### config.mk
export PLATFORM = sky130hd
export DESIGN_NAME = pwm_generate
export DESIGN_NICKNAME = d
export VERILOG_FILES = /design/src/rtl/pwm_pkg.sv /design/src/rtl/pwm_width_calc.sv /design/src/rtl/pwm_generate.sv
export SDC_FILE = /design/constraint.sdc
export NUM_CORES = 1
export LEC_CHECK = 0
export ABC_CLOCK_PERIOD_IN_PS = 8400
export CAP_MARGIN = 20
export CELL_PAD_IN_SITES_DETAIL_PLACEMENT = 1
export CELL_PAD_IN_SITES_GLOBAL_PLACEMENT = 1
export CORE_MARGIN = 2
export CORE_UTILIZATION = 40
export DETAILED_ROUTE_END_ITERATION = 7
export GPL_TIMING_DRIVEN = 0
export PLACE_DENSITY = 0.79
export SYNTH_ARGS = -nofsm -noshare
export SYNTH_HDL_FRONTEND = slang
export SYNTH_HIERARCHICAL = 1
export SYNTH_SLANG_ARGS = --single-unit
### constraint.sdc
create_clock -name clk -period 8.4 [get_ports clk]
set_clock_uncertainty 0.2 [all_clocks]
set_input_delay 1.68 -clock clk [delete_from_list [all_inputs] [get_ports clk]]
set_output_delay 1.68 -clock clk [all_outputs]
set_load 0.02 [all_outputs]
### src/rtl/pwm_pkg.sv
// rtl/pwm_pkg.sv - shared types and width clamp helper for the PWM transmitter
package pwm_pkg;

    localparam int PWM_CNT_W  = 24;
    localparam int PWM_WIDE_W = 40;

    typedef enum logic {IDLE, RUN} pwm_state_t;
    typedef logic [PWM_CNT_W-1:0]  pwm_width_t;
    typedef logic [PWM_WIDE_W-1:0] pwm_wide_t;

    // Saturate rather than wrap so an oversized code still leaves a low cycle.
    function automatic pwm_wide_t clamp_width(input pwm_wide_t raw, input pwm_wide_t limit);
        return (raw > limit) ? limit : raw;
    endfunction

endpackage

### src/rtl/pwm_width_calc.sv
// rtl/pwm_width_calc.sv - code to pulse width: multiply-add-clamp into the pending slot register
module pwm_width_calc
    import pwm_pkg::*;
#(
    parameter int PERIOD_CYCLES = 3_000_000,
    parameter int SCALE         = 146,
    parameter int MIN_HIGH      = 0,
    parameter int CNT_W         = PWM_CNT_W
) (
    input  logic             clk,
    input  logic             reset,
    input  logic             load,
    input  logic [7:0]       value,
    output logic [CNT_W-1:0] width
);

    localparam pwm_wide_t LIMIT = pwm_wide_t'(PERIOD_CYCLES - 1);

    pwm_wide_t raw;

    // Arithmetic is done wide so the clamp sees the true product, never a wrapped one.
    assign raw = pwm_wide_t'(MIN_HIGH) + pwm_wide_t'(value) * pwm_wide_t'(SCALE);

    always_ff @(posedge clk) begin
        if (reset) begin
            width <= '0;
        end else if (load) begin
            width <= CNT_W'(clamp_width(raw, LIMIT));
        end
    end

endmodule

### src/rtl/pwm_generate.sv
// rtl/pwm_generate.sv - pulse-width transmitter, one code-encoded high pulse per fixed period
module pwm_generate
    import pwm_pkg::*;
#(
    parameter int PERIOD_CYCLES = 3_000_000,
    parameter int SCALE         = 146,
    parameter int MIN_HIGH      = 0,
    parameter int CNT_W         = PWM_CNT_W
) (
    input  logic       clk,
    input  logic       reset,
    input  logic       enable,
    input  logic [7:0] value,
    input  logic       value_valid,
    output logic       value_ready,
    output logic       pwm_out,
    output logic       period_start,
    output logic       busy
);

    localparam logic [CNT_W-1:0] LAST = CNT_W'(PERIOD_CYCLES - 1);
    localparam logic [CNT_W-1:0] ONE  = {{(CNT_W-1){1'b0}}, 1'b1};
    localparam logic [CNT_W-1:0] ACTIVE_RESET =
        CNT_W'(clamp_width(pwm_wide_t'(MIN_HIGH), pwm_wide_t'(PERIOD_CYCLES - 1)));

    pwm_state_t       state;
    logic [CNT_W-1:0] counter;
    logic [CNT_W-1:0] active;
    logic [CNT_W-1:0] pending;
    logic [CNT_W-1:0] next_active;
    logic             pending_full;
    logic             accept;
    logic             at_end;
    logic             boundary;

    assign value_ready = !pending_full;
    assign accept      = value_valid && value_ready;
    assign at_end      = (counter == LAST);
    assign boundary    = enable && ((state == IDLE) || at_end);
    assign next_active = pending_full ? pending : active;
    assign busy        = (state == RUN);

    pwm_width_calc #(
        .PERIOD_CYCLES (PERIOD_CYCLES),
        .SCALE         (SCALE),
        .MIN_HIGH      (MIN_HIGH),
        .CNT_W         (CNT_W)
    ) u_width_calc (
        .clk   (clk),
        .reset (reset),
        .load  (accept),
        .value (value),
        .width (pending)
    );

    always_ff @(posedge clk) begin
        if (reset) begin
            state        <= IDLE;
            counter      <= '0;
            active       <= ACTIVE_RESET;
            pending_full <= 1'b0;
            pwm_out      <= 1'b0;
            period_start <= 1'b0;
        end else begin
            period_start <= 1'b0;

            // Accept and boundary-consume never coincide: accept needs an empty slot.
            if (accept) begin
                pending_full <= 1'b1;
            end else if (boundary && pending_full) begin
                pending_full <= 1'b0;
            end

            if (boundary) begin
                state        <= RUN;
                counter      <= '0;
                period_start <= 1'b1;
                active       <= next_active;
                pwm_out      <= (next_active != '0);
            end else if (state == RUN) begin
                if (at_end) begin
                    state   <= IDLE;
                    counter <= '0;
                    pwm_out <= 1'b0;
                end else begin
                    counter <= counter + ONE;
                    if (counter + ONE == active) begin
                        pwm_out <= 1'b0;
                    end
                end
            end else begin
                counter <= '0;
                pwm_out <= 1'b0;
            end
        end
    end

endmodule

==> run summary, run 1 <==
status -> completed
CP startpoint kind -> input pin
Sw Pwr -> 231 uW
Synthesis Warnings -> 6
total die area -> 11400 um^2
register area -> 1340 um^2
# hold bufs at CTS -> 0
final setup fails -> 0
critical-path cell list -> clkdlybuf4s50_1 > ha_1 > ha_1 > inv_1 > fa_1 > inv_1 > ha_1 > o211ai_1 > o21ai_1 > a41oi_1 > xor2_1 > o21ai_1
std cell rows -> 37
RSZ-0062 raised after global routing -> false
Clk pwr share -> 0.348
RePlAce Congestion -> 0.859
Pleak -> 0.00183 uW
PD cells -> 154 nW/um^2
CP most frequent cell -> ha_1
antenna viol nets, final -> 0
share of power burned in registers -> 0.471
crit-path max FO -> 5
GRT overflow -> 0
minimum clock period -> 4540 ps
Worst EP arrival -> 4650 ps
most common cell in the netlist -> nor2_1
most frequent cells after synthesis -> nor2_1, dfxtp_1, mux2i_1, xnor2_1, ha_1
Hold Path Cell Cnt -> 2
Setup CP Type -> input pin to flop
Yosys reg bits -> 67
post-synthesis sequential area ratio -> 0.318
Sw Ratio -> 0.316
# port buffers -> 14
routed len/inst -> 17.5 um
CTS tree -> done
Unique masters post-synth -> 66
Remaining DRCs -> 0
largest net degree at the start of global routing -> 14
Peak VDD IR -> 65.3 uV
first-pass GRT wire length -> 18700 um
maximum clock insertion buffer count -> 2
# H-tree levels -> 3
post-route setup slack -> 3860 ps
Post-CTS Setup Inserts -> 0
antenna cell count -> 0
final slew viol count -> 0
Die H -> 107 um
Slowest cell on crit path -> fa_1
initial core utilization -> 0.410
Worst-Margin Slew -> 766 ps
vias per std cell -> 5.47
synth top area cells -> dfxtp_1, ha_1, mux2i_1
vias in the first global route -> 3727
Multi-input gate area -> 2630 um^2
total CTS buffers -> 9
Worst Hold Class -> flop to flop
Max Fclk -> 220 MHz
Synth top area share -> 0.318
die width -> 107 um
Top Ports -> 16
final hold vios -> 0
Post-synth top flop -> dfxtp_1
Clk pin slew, worst setup/hold paths -> 90 ps
clock sink total -> 67
clk_lat worst skew -> 360 ps
vias -> 3531
synthesized area -> 4210 um^2
Core Footprint -> 10300 um^2
Routed WL -> 11300 um
combinational fraction of design power -> 0.181
critical path required time -> 8500 ps
final period utilization -> 0.541
Root Buffer -> clkbuf_8
Max Cap Viol -> 0
share of layout cells above drive strength 1 -> 0.124
total global-route track usage -> 0.210
Initial DRT Pass Iterations -> 4
hpwl dp -> 8710 um
Stages on worst setup path -> 12
EDFF count, synth -> 0
Critical Path Max Stage Delay -> 500 ps
mean area per synthesized cell -> 8.94 um^2
final net count -> 543
Mapped Cells -> 471
DP Worst Slack -> 3480 ps
TNS Setup -> 0 ps
Internal -> 499 uW
Buf+Inv Stages, Crit Path -> 3
Synth area leader -> dfxtp_1
Top Family by Delay on Critical Path -> adder cells
critical path endpoint category -> flop
FILL cells -> 1265
Area growth, synth to finish -> 12.2%
reg2reg path depth -> 8
worst relative slew slack -> 0.485
initial antenna violation count -> 0
Starting DRT DRC Count -> 116
ys async rst share -> 0
Resized Gates After CTS -> 0
-- area by class of cell --
type                       instances  share of cell area
multi-input combinational        365               0.557
sequential                        67               0.284
buffer                            35              0.0469
tap                              136              0.0360
timing repair buffer              14              0.0296
clock buffer                       9              0.0262
clock inverter                     7              0.0109
inverter                          12             0.00953
-- worst min-delay path, cell delays in order (launching register included) --
cell	delay, ps
dfxtp_1	320
inv_1	50
o31ai_1	60
-- layout by cell type, fill, tap and decap left out, types with 6 or more instances in the layout --
cell type / count
nor2_1: 75
dfxtp_1: 67
mux2i_1: 32
xnor2_1: 27
ha_1: 26
xor2_1: 24
nor4_1: 19
nand2_1: 17
buf_4: 16
clkdlybuf4s50_1: 14
inv_1: 12
nand4_1: 12
nand3_1: 11
clkbuf_1: 9
clkbuf_8: 9
conb_1: 9
o21ai_0: 8
nor3_1: 8
and3_1: 7
a21oi_1: 7
a31oi_1: 6
nand2b_1: 6
-- through the flow --
stage	hold WS (ps)	area (um^2)	power, uW	std cells	utilization
6_report	286	4730	729	645	0.460
3_3_place_gp	253	4550	478	629	0.443
5_1_grt	300	4730	759	645	0.460
3_5_place_dp	272	4550	484	629	0.443
2_1_floorplan	240	4240	443	479	-
4_1_cts	289	4730	732	645	0.460
-- sequential cells by signal, indices dropped and copies added (netlist names) --
name	count
u_width_calc/width	15
busy	1
counter	24
active	24
pwm_out	1
period_start	1
pending_full	1
-- cell families after synthesis --
logic type / count (synthesis) / synth area share
AO/OA/AOI/OAI: 49 / 0.0865
XOR/XNOR: 51 / 0.106
adder cells (fa/ha/maj): 27 / 0.0820
buffers and inverters: 47 / 0.0633
flip-flops: 67 / 0.318
multiplexers: 34 / 0.0814
other: 1 / 0.000890
AND/OR/NAND/NOR: 195 / 0.261
-- power by group through the flow --
stage / Combinational [uW] / Sequential, uW / Clock [uW]
floorplan: 96.5 / 347 / 0
global placement: 127 / 350 / 0
detailed placement: 133 / 351 / 0
CTS: 133 / 344 / 255
global route: 147 / 346 / 267
finish: 132 / 344 / 254
-- per-layer routing --
metal  share of wire  vias up  track usage
met5               0        -            0
met4           0.021        0       0.0742
met3           0.019       18       0.0298
met2            0.51       41        0.379
met1            0.45     1754        0.252
li1                -     1718            -
-- path summary, 6_finish.rpt --
| kind | start | slack [ps] | to |
|---|---|---|---|
| worst max-delay path | value[1] | 3860 | u_width_calc/width[14] |
| worst min-delay path | pwm_out | 290 | pwm_out |
| worst max register to register | counter[0] | 5470 | pwm_out |
| worst min register to register | pwm_out | 290 | pwm_out |
(Power assumes the default switching activity.)
==> run 2, diff against run 1 <==
- ABC_CLOCK_PERIOD_IN_PS: 8400 -> 3900
- PLACE_DENSITY: 0.79 -> 0.82
- clock period: 8.4 -> 3.9 ns (I/O delays scaled with it)
==> run 2 against run 1 <==
Against the previous run: combinational power up 120%; setup slack lost 3600 ps; power is 120% higher; critical endpoint is now u_width_calc/width[12]; critical path type unchanged; routed wire length up 2.6%; worst hold slack got worse by 4.4 ps; first-iteration DRC count down 4.3%; highest routed layer unchanged; die area did not move; core utilization is 0.27 points higher.
==> run summary, run 2 (synthesized netlist as in run 1, its figures left out) <==
status -> completed
RSZ-0062 raised after global routing -> false
clock sink total -> 67 (unchanged)
std cell rows -> 37 (unchanged)
minimum clock period -> 3640 ps
Worst EP arrival -> 3710 ps (-940 ps)
# port buffers -> 14 (unchanged)
critical path required time -> 3970 ps (-4530 ps)
vias per std cell -> 5.56 (+1.5%)
FILL cells -> 1234 (-2.5%)
vias -> 3584 (+1.5%)
final slew viol count -> 0 (unchanged)
total global-route track usage -> 0.210 (+0.000215)
antenna viol nets, final -> 0 (unchanged)
Max Cap Viol -> 0 (unchanged)
Setup CP Type -> input pin to flop
# hold bufs at CTS -> 0 (unchanged)
maximum clock insertion buffer count -> 2 (unchanged)
final instance area -> 4750 um^2 (+0.58%)
Max Fclk -> 275 MHz
Peak VDD IR -> 144 uV (+120%)
Routed WL -> 11600 um (+2.6%)
final period utilization -> 0.933
Area growth, synth to finish -> 12.9%
Clk pin slew, worst setup/hold paths -> 80 ps (about the same)
DP Cell Count -> 629 (unchanged)
antenna cell count -> 0 (unchanged)
Max Used Layer -> met4
Die H -> 107 um (unchanged)
worst relative slew slack -> 0.525 (+0.0392)
hpwl dp -> 9030 um (+3.6%)
Starting DRT DRC Count -> 111 (-4.3%)
Initial DRT Pass Iterations -> 4 (unchanged)
Resized Gates After CTS -> 0 (unchanged)
Pwr Total -> 1630 uW (+120%)
Top Ports -> 16 (unchanged)
Worst-Margin Slew -> 707 ps (-58.4 ps)
# H-tree levels -> 3 (unchanged)
RePlAce Congestion -> 0.873 (+1.7%)
GRT overflow -> 0 (unchanged)
final net count -> 543 (unchanged)
initial antenna violation count -> 0 (unchanged)
biggest regs -> active (24), counter (24), u_width_calc/width (15)
routed len/inst -> 18.0 um (+2.6%)
commonest non-fill, non-tap cell in the layout -> nor2_1
CTS tree -> done
DR WL met2 -> 6070 um (+5.0%)
Remaining DRCs -> 0 (unchanged)
Root Buffer -> clkbuf_8
Worst Hold Class -> flop to flop
total CTS buffers -> 9 (unchanged)
critical path endpoint category -> flop
crit-path max FO -> 5 (unchanged)
Core Footprint -> 10300 um^2 (unchanged)
vias in the first global route -> 3698 (-0.78%)
PD cells -> 343 nW/um^2 (+120%)
die width -> 107 um (unchanged)
Pleak -> 0.00184 uW (+0.98%)
final setup fails -> 0 (unchanged)
Post-DP Area -> 4550 um^2 (unchanged)
met1 WL -> 4870 um (-3.5%)
most frequent cells in the layout -> nor2_1, dfxtp_1, mux2i_1
final std cells w/o fill -> 645 (unchanged)
CP startpoint kind -> input pin
clk_lat worst skew -> 360 ps (about the same)
total die area -> 11400 um^2 (unchanged)
WL met3 -> 401 um (+89%)
largest net degree at the start of global routing -> 13 (-1)
Post-CTS Setup Inserts -> 0 (unchanged)
initial core utilization -> 0.410 (unchanged)
first-pass GRT wire length -> 18600 um (-0.59%)
final hold vios -> 0 (unchanged)
share of layout cells above drive strength 1 -> 0.122 (-0.00196)
## run 2: where the power goes
group          total, uW  switching (uW)  internal, uW  leakage, uW
combinational        290             161           129      0.00120
sequential           741            29.5           711     0.000544
clock                600             283           316     0.000104
total               1630             474          1160      0.00184
## run 2: metrics by stage
step | worst slack, ps | utilization | hold slack (ps) | setup TNS [ps]
finish | 261 | 0.463 | 282 | 0
global placement | -21.3 | 0.443 | 254 | -21.3
floorplan | 706 | - | 240 | 0
CTS | 248 | 0.463 | 281 | 0
detailed placement | -111 | 0.443 | 271 | -310
global route | 58.4 | 0.463 | 298 | 0
## run 2: path summary, 6_finish.rpt
kind	depth (start not counted)	end	slack [ps]	from
hold / removal	2	u_width_calc/width[14]	280	u_width_calc/width[14]
hold reg to reg	2	u_width_calc/width[14]	280	u_width_calc/width[14]
setup / recovery	12	u_width_calc/width[12]	260	value[1]
setup reg to reg	7	counter[13]	980	counter[18]
## run 2: layout make-up
| class | count | area (um^2) | area share |
|---|---|---|---|
| Buffer | 35 | 221 | 0.0466 |
| Clock inverter | 5 | 61.3 | 0.0129 |
| Timing Repair Buffer | 14 | 140 | 0.0295 |
| Clock buffer | 11 | 141 | 0.0297 |
| Tap cell | 136 | 170 | 0.0358 |
| Multi-Input combinational cell | 365 | 2630 | 0.554 |
| Inverter | 12 | 45.0 | 0.00947 |
| Sequential cell | 67 | 1340 | 0.282 |
## run 2: per-layer routing
metal | vias to the layer above | GRT usage
met5 | - | 0
met4 | 0 | 0.0696
met3 | 19 | 0.0298
met2 | 73 | 0.391
met1 | 1753 | 0.245
li1 | 1739 | -
## run 2: worst max-delay path, cell delays in order
cell	delay, ps
clkdlybuf4s50_1	450
ha_1	300
ha_1	220
inv_1	70
fa_1	510
inv_1	60
ha_1	400
o211ai_1	140
o21ai_1	320
a31oi_1	150
xor2_1	160
o21ai_0	160
